--- config.mk ---
export PLATFORM = sky130hd
export DESIGN_NAME = unsigned_down_async_reset_decumulator_flat
export DESIGN_NICKNAME = d
export VERILOG_FILES = /design/src/rtl/unsigned_down_async_reset_decumulator_if.sv /design/src/rtl/unsigned_down_async_reset_decumulator.sv /design/src/flat_wrapper.sv
export SDC_FILE = /design/constraint.sdc
export NUM_CORES = 1
export LEC_CHECK = 0
export ABC_AREA = 0
export BUFFER_PORTS_ARGS = -buffer_cell sky130_fd_sc_hd__buf_2
export CORE_AREA = 4 4 41 43
export DETAILED_ROUTE_END_ITERATION = 12
export DIE_AREA = 0 0 45 47
export PLACE_DENSITY = 0.68
export REMOVE_ABC_BUFFERS = 1
export SYNTH_ARGS = -nofsm -noshare
export SYNTH_HDL_FRONTEND = slang
export SYNTH_SLANG_ARGS = --single-unit
--- constraint.sdc ---
create_clock -name C -period 1.9 [get_ports C]
set_input_delay 0.285 -clock C [delete_from_list [all_inputs] [get_ports C]]
set_output_delay 0.285 -clock C [all_outputs]
set_load 0.005 [all_outputs]
--- src/rtl/unsigned_down_async_reset_decumulator_if.sv ---
// Load/subtrahend bus of the down-accumulator, with its status returned to the source.
// The master drives LOAD/L/D/D_VALID. The slave (accumulator) returns D_READY and the status.
interface unsigned_down_async_reset_decumulator_if #(
  parameter int WIDTH = 4
) ();
  logic             LOAD;
  logic [WIDTH-1:0] L;
  logic [WIDTH-1:0] D;
  logic             D_VALID;
  logic             D_READY;
  logic [WIDTH-1:0] Q;
  logic             BORROW;
  logic             ZERO;
  logic             BUSY;

  modport master (
    output LOAD, L, D, D_VALID,
    input  D_READY, Q, BORROW, ZERO, BUSY
  );

  modport slave (
    input  LOAD, L, D, D_VALID,
    output D_READY, Q, BORROW, ZERO, BUSY
  );
endinterface

--- src/rtl/unsigned_down_async_reset_decumulator.sv ---
// Down-accumulator: loads L, then subtracts each accepted D; Q updates on the accepting edge.
// D_READY is high only in RUN without LOAD; unaccepted D must be held by the source.
module unsigned_down_async_reset_decumulator #(
  parameter int WIDTH    = 4,
  parameter bit SATURATE = 1'b0
) (
  input  logic C,
  input  logic CLR_N,
  unsigned_down_async_reset_decumulator_if.slave bus
);

  typedef enum logic [1:0] {
    IDLE  = 2'd0,
    RUN   = 2'd1,
    EMPTY = 2'd2
  } state_t;

  state_t           state, state_nxt;
  logic [WIDTH-1:0] q, q_nxt;
  logic             borrow, borrow_nxt;
  logic [WIDTH:0]   diff;
  logic             d_ready;
  logic             xfer;

  // The extra top bit of the difference is the underflow borrow.
  assign diff    = {1'b0, q} - {1'b0, bus.D};
  assign d_ready = (state == RUN) && !bus.LOAD;
  assign xfer    = bus.D_VALID && d_ready;

  always_ff @(posedge C or negedge CLR_N) begin
    if (!CLR_N) begin
      state  <= IDLE;
      q      <= '0;
      borrow <= 1'b0;
    end else begin
      state  <= state_nxt;
      q      <= q_nxt;
      borrow <= borrow_nxt;
    end
  end

  always_comb begin
    state_nxt  = state;
    q_nxt      = q;
    borrow_nxt = borrow;
    if (bus.LOAD) begin
      q_nxt      = bus.L;
      borrow_nxt = 1'b0;
      state_nxt  = (bus.L != '0) ? RUN : EMPTY;
    end else if (xfer) begin
      if (diff[WIDTH]) begin
        borrow_nxt = 1'b1;
        q_nxt      = SATURATE ? '0 : diff[WIDTH-1:0];
      end else begin
        q_nxt      = diff[WIDTH-1:0];
      end
      // A wrap that lands on a nonzero value keeps draining.
      state_nxt = (q_nxt == '0) ? EMPTY : RUN;
    end
  end

  assign bus.D_READY = d_ready;
  assign bus.Q       = q;
  assign bus.BORROW  = borrow;
  assign bus.ZERO    = (q == '0);
  assign bus.BUSY    = (state == RUN);

endmodule

--- src/flat_wrapper.sv ---
// flat-port wrapper written by rule: the top's interface ports become plain ports
module unsigned_down_async_reset_decumulator_flat 
#(
  parameter int WIDTH    = 4,
  parameter bit SATURATE = 1'b0
)
  (C, CLR_N, bus_LOAD, bus_L, bus_D, bus_D_VALID, bus_D_READY, bus_Q, bus_BORROW, bus_ZERO, bus_BUSY);
  unsigned_down_async_reset_decumulator_if #(.WIDTH(WIDTH)) bus_i ();
  input  logic C;
  input  logic CLR_N;
  input wire logic [$bits(bus_i.LOAD)-1:0] bus_LOAD;
  input wire logic [$bits(bus_i.L)-1:0] bus_L;
  input wire logic [$bits(bus_i.D)-1:0] bus_D;
  input wire logic [$bits(bus_i.D_VALID)-1:0] bus_D_VALID;
  output wire logic [$bits(bus_i.D_READY)-1:0] bus_D_READY;
  output wire logic [$bits(bus_i.Q)-1:0] bus_Q;
  output wire logic [$bits(bus_i.BORROW)-1:0] bus_BORROW;
  output wire logic [$bits(bus_i.ZERO)-1:0] bus_ZERO;
  output wire logic [$bits(bus_i.BUSY)-1:0] bus_BUSY;
  assign bus_i.LOAD = bus_LOAD;
  assign bus_i.L = bus_L;
  assign bus_i.D = bus_D;
  assign bus_i.D_VALID = bus_D_VALID;
  assign bus_D_READY = bus_i.D_READY;
  assign bus_Q = bus_i.Q;
  assign bus_BORROW = bus_i.BORROW;
  assign bus_ZERO = bus_i.ZERO;
  assign bus_BUSY = bus_i.BUSY;
  unsigned_down_async_reset_decumulator #(.WIDTH(WIDTH), .SATURATE(SATURATE)) u_core (.C(C), .CLR_N(CLR_N), .bus(bus_i));
endmodule
Word-level counts from Yosys, hierarchy flattened
Index checks and enable logic that the tools add are counted.
{"block": "totals", "register_bits": 7, "output_inout_bits": 8, "wordCells": 25}
{"block": "classes", "addsub": 1, "n_eq_ne": 1, "muxes": 11, "reduce_logical": 9}
{"operator": "two-way mux 4 bit", "count": 4}
{"operator": "logical NOT 4 bit", "count": 2}
{"operator": "two-way mux 2 bit", "count": 4}
{"operator": "subtractor 4 x 4 -> 5 bit", "count": 1}
{"operator": "nonzero test 2 bit", "count": 2}
{"operator": "nonzero test 4 bit", "count": 1}
{"operator": "two-way mux 1 bit", "count": 3}
{"operator": "equality test 2 x 1 -> 1 bit (second input constant)", "count": 1}
{"operator": "logical AND 1 bit", "count": 2}
{"operator": "AND reduction 2 bit", "count": 1}
{"operator": "logical NOT 1 bit", "count": 1}

Longest topological paths before layout
{"block": "logic_depth", "depth_word": 9, "mapped_depth": 8, "depth_no_buf": 8}

Worst setup path after synthesis
OpenSTA, ideal clock, no wires.
{"block": "synth_timing", "path_type": "reg2reg", "from": "reg u_core.q[0] (netlist: u_core.bus.Q[0])", "to": "reg u_core.state[0]", "setup_time_ps": 119, "arrival_ps": 1637, "required_time_ps": 1781, "path_slack_ps": 144, "stages_incl_launch_ff": 9, "synth_period_minus_slack_ps": 1756, "path_cell_list": "dfrtp_1 inv_1 ha_1 fa_1 xor2_1 nand4_1 a22oi_1 nand2_1 o21a_1"}
{"block": "synth_between", "elab_chain_len": 7}
{"element": "start: declaration", "line_no": "unsigned_down_async_reset_decumulator.sv:19", "source": "logic [WIDTH-1:0] q, q_nxt;"}
{"element": "start signal: assignment", "line_no": "unsigned_down_async_reset_decumulator.sv:37", "source": "q <= q_nxt;"}
{"element": "subtractor 4 x 4 -> 5 bit", "line_no": "unsigned_down_async_reset_decumulator.sv:26", "source": "assign diff = {1'b0, q} - {1'b0, bus.D};"}
{"element": "two-way mux 4 bit", "line_no": "unsigned_down_async_reset_decumulator.sv:50", "source": "end else if (xfer) begin"}
{"element": "two-way mux 4 bit", "line_no": "unsigned_down_async_reset_decumulator.sv:46", "source": "if (bus.LOAD) begin"}
{"element": "logical NOT 4 bit", "line_no": "unsigned_down_async_reset_decumulator.sv:58", "source": "state_nxt = (q_nxt == '0) ? EMPTY : RUN;"}
{"element": "two-way mux 2 bit", "line_no": "unsigned_down_async_reset_decumulator.sv:58"}
{"element": "two-way mux 2 bit", "line_no": "unsigned_down_async_reset_decumulator.sv:50"}
{"element": "two-way mux 2 bit", "line_no": "unsigned_down_async_reset_decumulator.sv:46"}
{"element": "end signal: assignment", "line_no": "unsigned_down_async_reset_decumulator.sv:36", "source": "state <= state_nxt;"}
{"element": "end: declaration", "line_no": "unsigned_down_async_reset_decumulator.sv:18", "source": "state_t state, state_nxt;"}
No other way between the ends. The select of a mux whose other input is x is not followed.
A chain may end at the register's enable or synchronous reset.

Worst setup path in the final report
Same ends and word-level chain as after synthesis.

==> impl_metrics.py <==
metrics = {
    "clocking": {
        "clk_root_buffer_cell": "clkbuf_4",
        "tritoncts.num_buffers": 3,
        "cts-htree-levels": 1,
        "clkTransAtPathRegs_ps": 50,
        "clock_insertion_delay_at_the_later_pin_of_the_skew_report_ps": 250,
        "tritoncts_num_sinks": 7,
        "cts_max_path_buffers": 2,
        "cts_tree": "built",
    },
    "cells_and_area": {
        "insertedDiodeCount": 0,
        "drive_gt1_share_pct": 31.3,
        "fin_nets": 101,
        "layout.cells.most_common": "buf_2",
        "area_growth_syn_to_layout_pct": 32.3,
        "highest_count_cells_in_the_layout_ignoring_fill_and_taps": "buf_2, inv_1, dfrtp_1",
        "post-route-util_pct": 51.2,
        "fin_cells": 98,
    },
    "yosys": {
        "synth_warnings": 0,
        "post-synth-top-area-cell": "dfrtp_1",
        "synth_cell_type_count": 25,
        "synth-seq-area-share_pct": 34.8,
        "avgSynthCellArea_um2": 8.53,
        "synth_largest_type_area_fraction_pct": 34.8,
        "netlist_instances": 59,
        "ys_ff_latch": 7,
        "synth.cell_area_um2": 503,
        "synth_top_cells_by_area": "dfrtp_1, ha_1, inv_1",
    },
    "place": {
        "gp_congestion": 0.762,
        "post-place-cells": 92,
        "hpwlAfterDp_um": 963,
        "place.port_buffers": 19,
    },
    "global_route": {
        "grt_first_pass_wirelength_mm": 2.03,
        "use_met2_pct": 22.0,
        "use_met1_pct": 16.9,
        "first_global_vias": 493,
        "global_route.usage.met3_pct": 1.15,
        "overflow": 0,
        "top_usage_layer": "met2",
        "groute.usage.overall_pct": 13.4,
        "largest_net_degree_at_the_start_of_global_routing": 11,
        "grt_antenna_before_repair": 0,
    },
    "timing": {
        "timing.max_slew.rel_slack_pct": 83.6,
        "grt_setup_unrepaired": "false",
        "hold_viol": 0,
        "setup_violations": 0,
        "timing.final.crit_share_pct": 91.8,
        "final_max_slew_viol_count": 0,
        "fin_tns_setup_ps": 0,
        "tightest_slew_ps": 242,
        "hold_slack_ps": 257,
        "worst_clock_skew_ps": 4.20,
        "final.min_clock_period_ps": 1740,
        "fmax_ghz": 0.574,
    },
    "drt": {
        "postRouteWirelength_mm": 1.16,
        "vias_per_cell": 5.04,
        "antenna_left": 0,
        "drcViolationCount": 0,
        "via_count": 494,
        "first_pass_iters": 2,
        "drtIter0Drc": 1,
        "wl_per_cell_um": 11.8,
    },
    "floorplan": {
        "floorplan.die_area_um2": 2120,
        "starting_utilization_of_the_core_area_pct": 38.7,
        "die_width_um": 45,
        "floorplan.die.height_um": 47,
        "placeableCoreArea_um2": 1300,
        "floorplan.rows": 13,
        "pin_count": 20,
    },
    "critical_path": {
        "endpoint_kind": "flop",
        "timing.critical_path.required_ps": 2030,
        "crit_path_start_kind": "flop",
        "timing_worst_setup_path_type": "reg -> reg",
        "worstPathArrival_ps": 1880,
        "crit_path_max_fanout": 3,
    },
    "power_and_ir_drop": {
        "p_per_area_nw_per_um2": 909,
        "static-leakage-power_nw": 0.336,
        "vdd_ir_drop_max_mv": 0.424,
        "total_power_w": 0.000605,
    },
    "job": {
        "max-cap-violations": 0,
    },
    "hold_path": {
        "worst_hold_path_type": "in -> reg",
    },
    "outcome": {
        "run_status": "finished, final reports clean",
    },
}
## per-layer routing
layer	routed length [um]	share of wire [%]	vias to the layer above
met2	592	51	10
met3	42	3.6	2
met4	4	0.35	0
li1	-	-	252
met1	516	45	230
met5	0	0	-
## cell type report
class / count / area (um2)
fillers: 139 / 636
flip-flops and latches: 7 / 175
inverters: 8 / 30.0
repair buffers: 21 / 113
multi-input cells: 43 / 303
well taps: 15 / 18.8
clock buffers: 4 / 26.3
## final timing paths
kind	from	end	slack, ps	cells past startpoint
max	u_core.bus.Q[0]	u_core.state[0]	160	8
min	bus_L[1]	u_core.bus.Q[1]	260	3
max reg2reg	u_core.bus.Q[0]	u_core.state[0]	160	8
min reg2reg	u_core.state[0]	u_core.state[0]	480	1
max in group asynchronous	CLR_N	u_core.bus.BORROW	1340	2
min in group asynchronous	CLR_N	u_core.bus.Q[0]	400	2
## cells by family after synthesis
logic type      synth area share (%)
compound gates                  20.6
buf+inv                         6.96
xor+xnor                        3.48
simple gates                    18.2
mux                             1.99
flops                           34.8
fa+ha+maj                       13.9
## power breakdown
group | internal (W) | switching [W]
clock | 0.0000801 | 0.0000540
combinational | 0.000130 | 0.000139
sequential | 0.000177 | 0.0000247
## per-stage QoR
| stage | setup WS [ps] | cell area (um2) |
|---|---|---|
| after floorplan | 144 | 498 |
| after global placement | 106 | 612 |
| after detailed placement | 46.8 | 612 |
| after CTS | 25.4 | 648 |
| after global routing | 18.6 | 666 |
| final | 156 | 666 |
## flip-flops by register name, indices dropped and copies added (netlist names)
signal / count
u_core.bus.BORROW: 1
u_core.bus.Q: 4
u_core.state: 2
## synth_stat cells
cell	instances
o21ai_0	5
nor2b_1	2
ha_1	4
and2_1	1
nand3_1	1
xor2_1	2
inv_1	8
nand2_1	3
a21oi_1	5
o311ai_1	1
nand4_1	1
o21a_1	3
fa_1	1
and2b_1	1
a22oi_1	1
dfrtp_1	7
nor3_1	1
mux2i_1	1
or2_1	1
o22ai_1	1
o221ai_1	1
nand2_2	1
buf_2	1
nor2_1	5
nor4_1	1
## timing repair
action	in CTS	in global routing
hold endpoints to repair	7	0
resized for setup	0	2
buffers inserted	0	1
setup endpoints to repair	0	2
hold buffers	1	0
## critical path, cell delays in order (launching register included)
cell and delay [ps]:
dfrtp_1 360, inv_1 50, ha_1 220, fa_2 370, xor2_2 160, nand4_1 110, a22oi_1 150, nand2_1 90
o21a_1 120
Power figures use the tool's default switching activity.
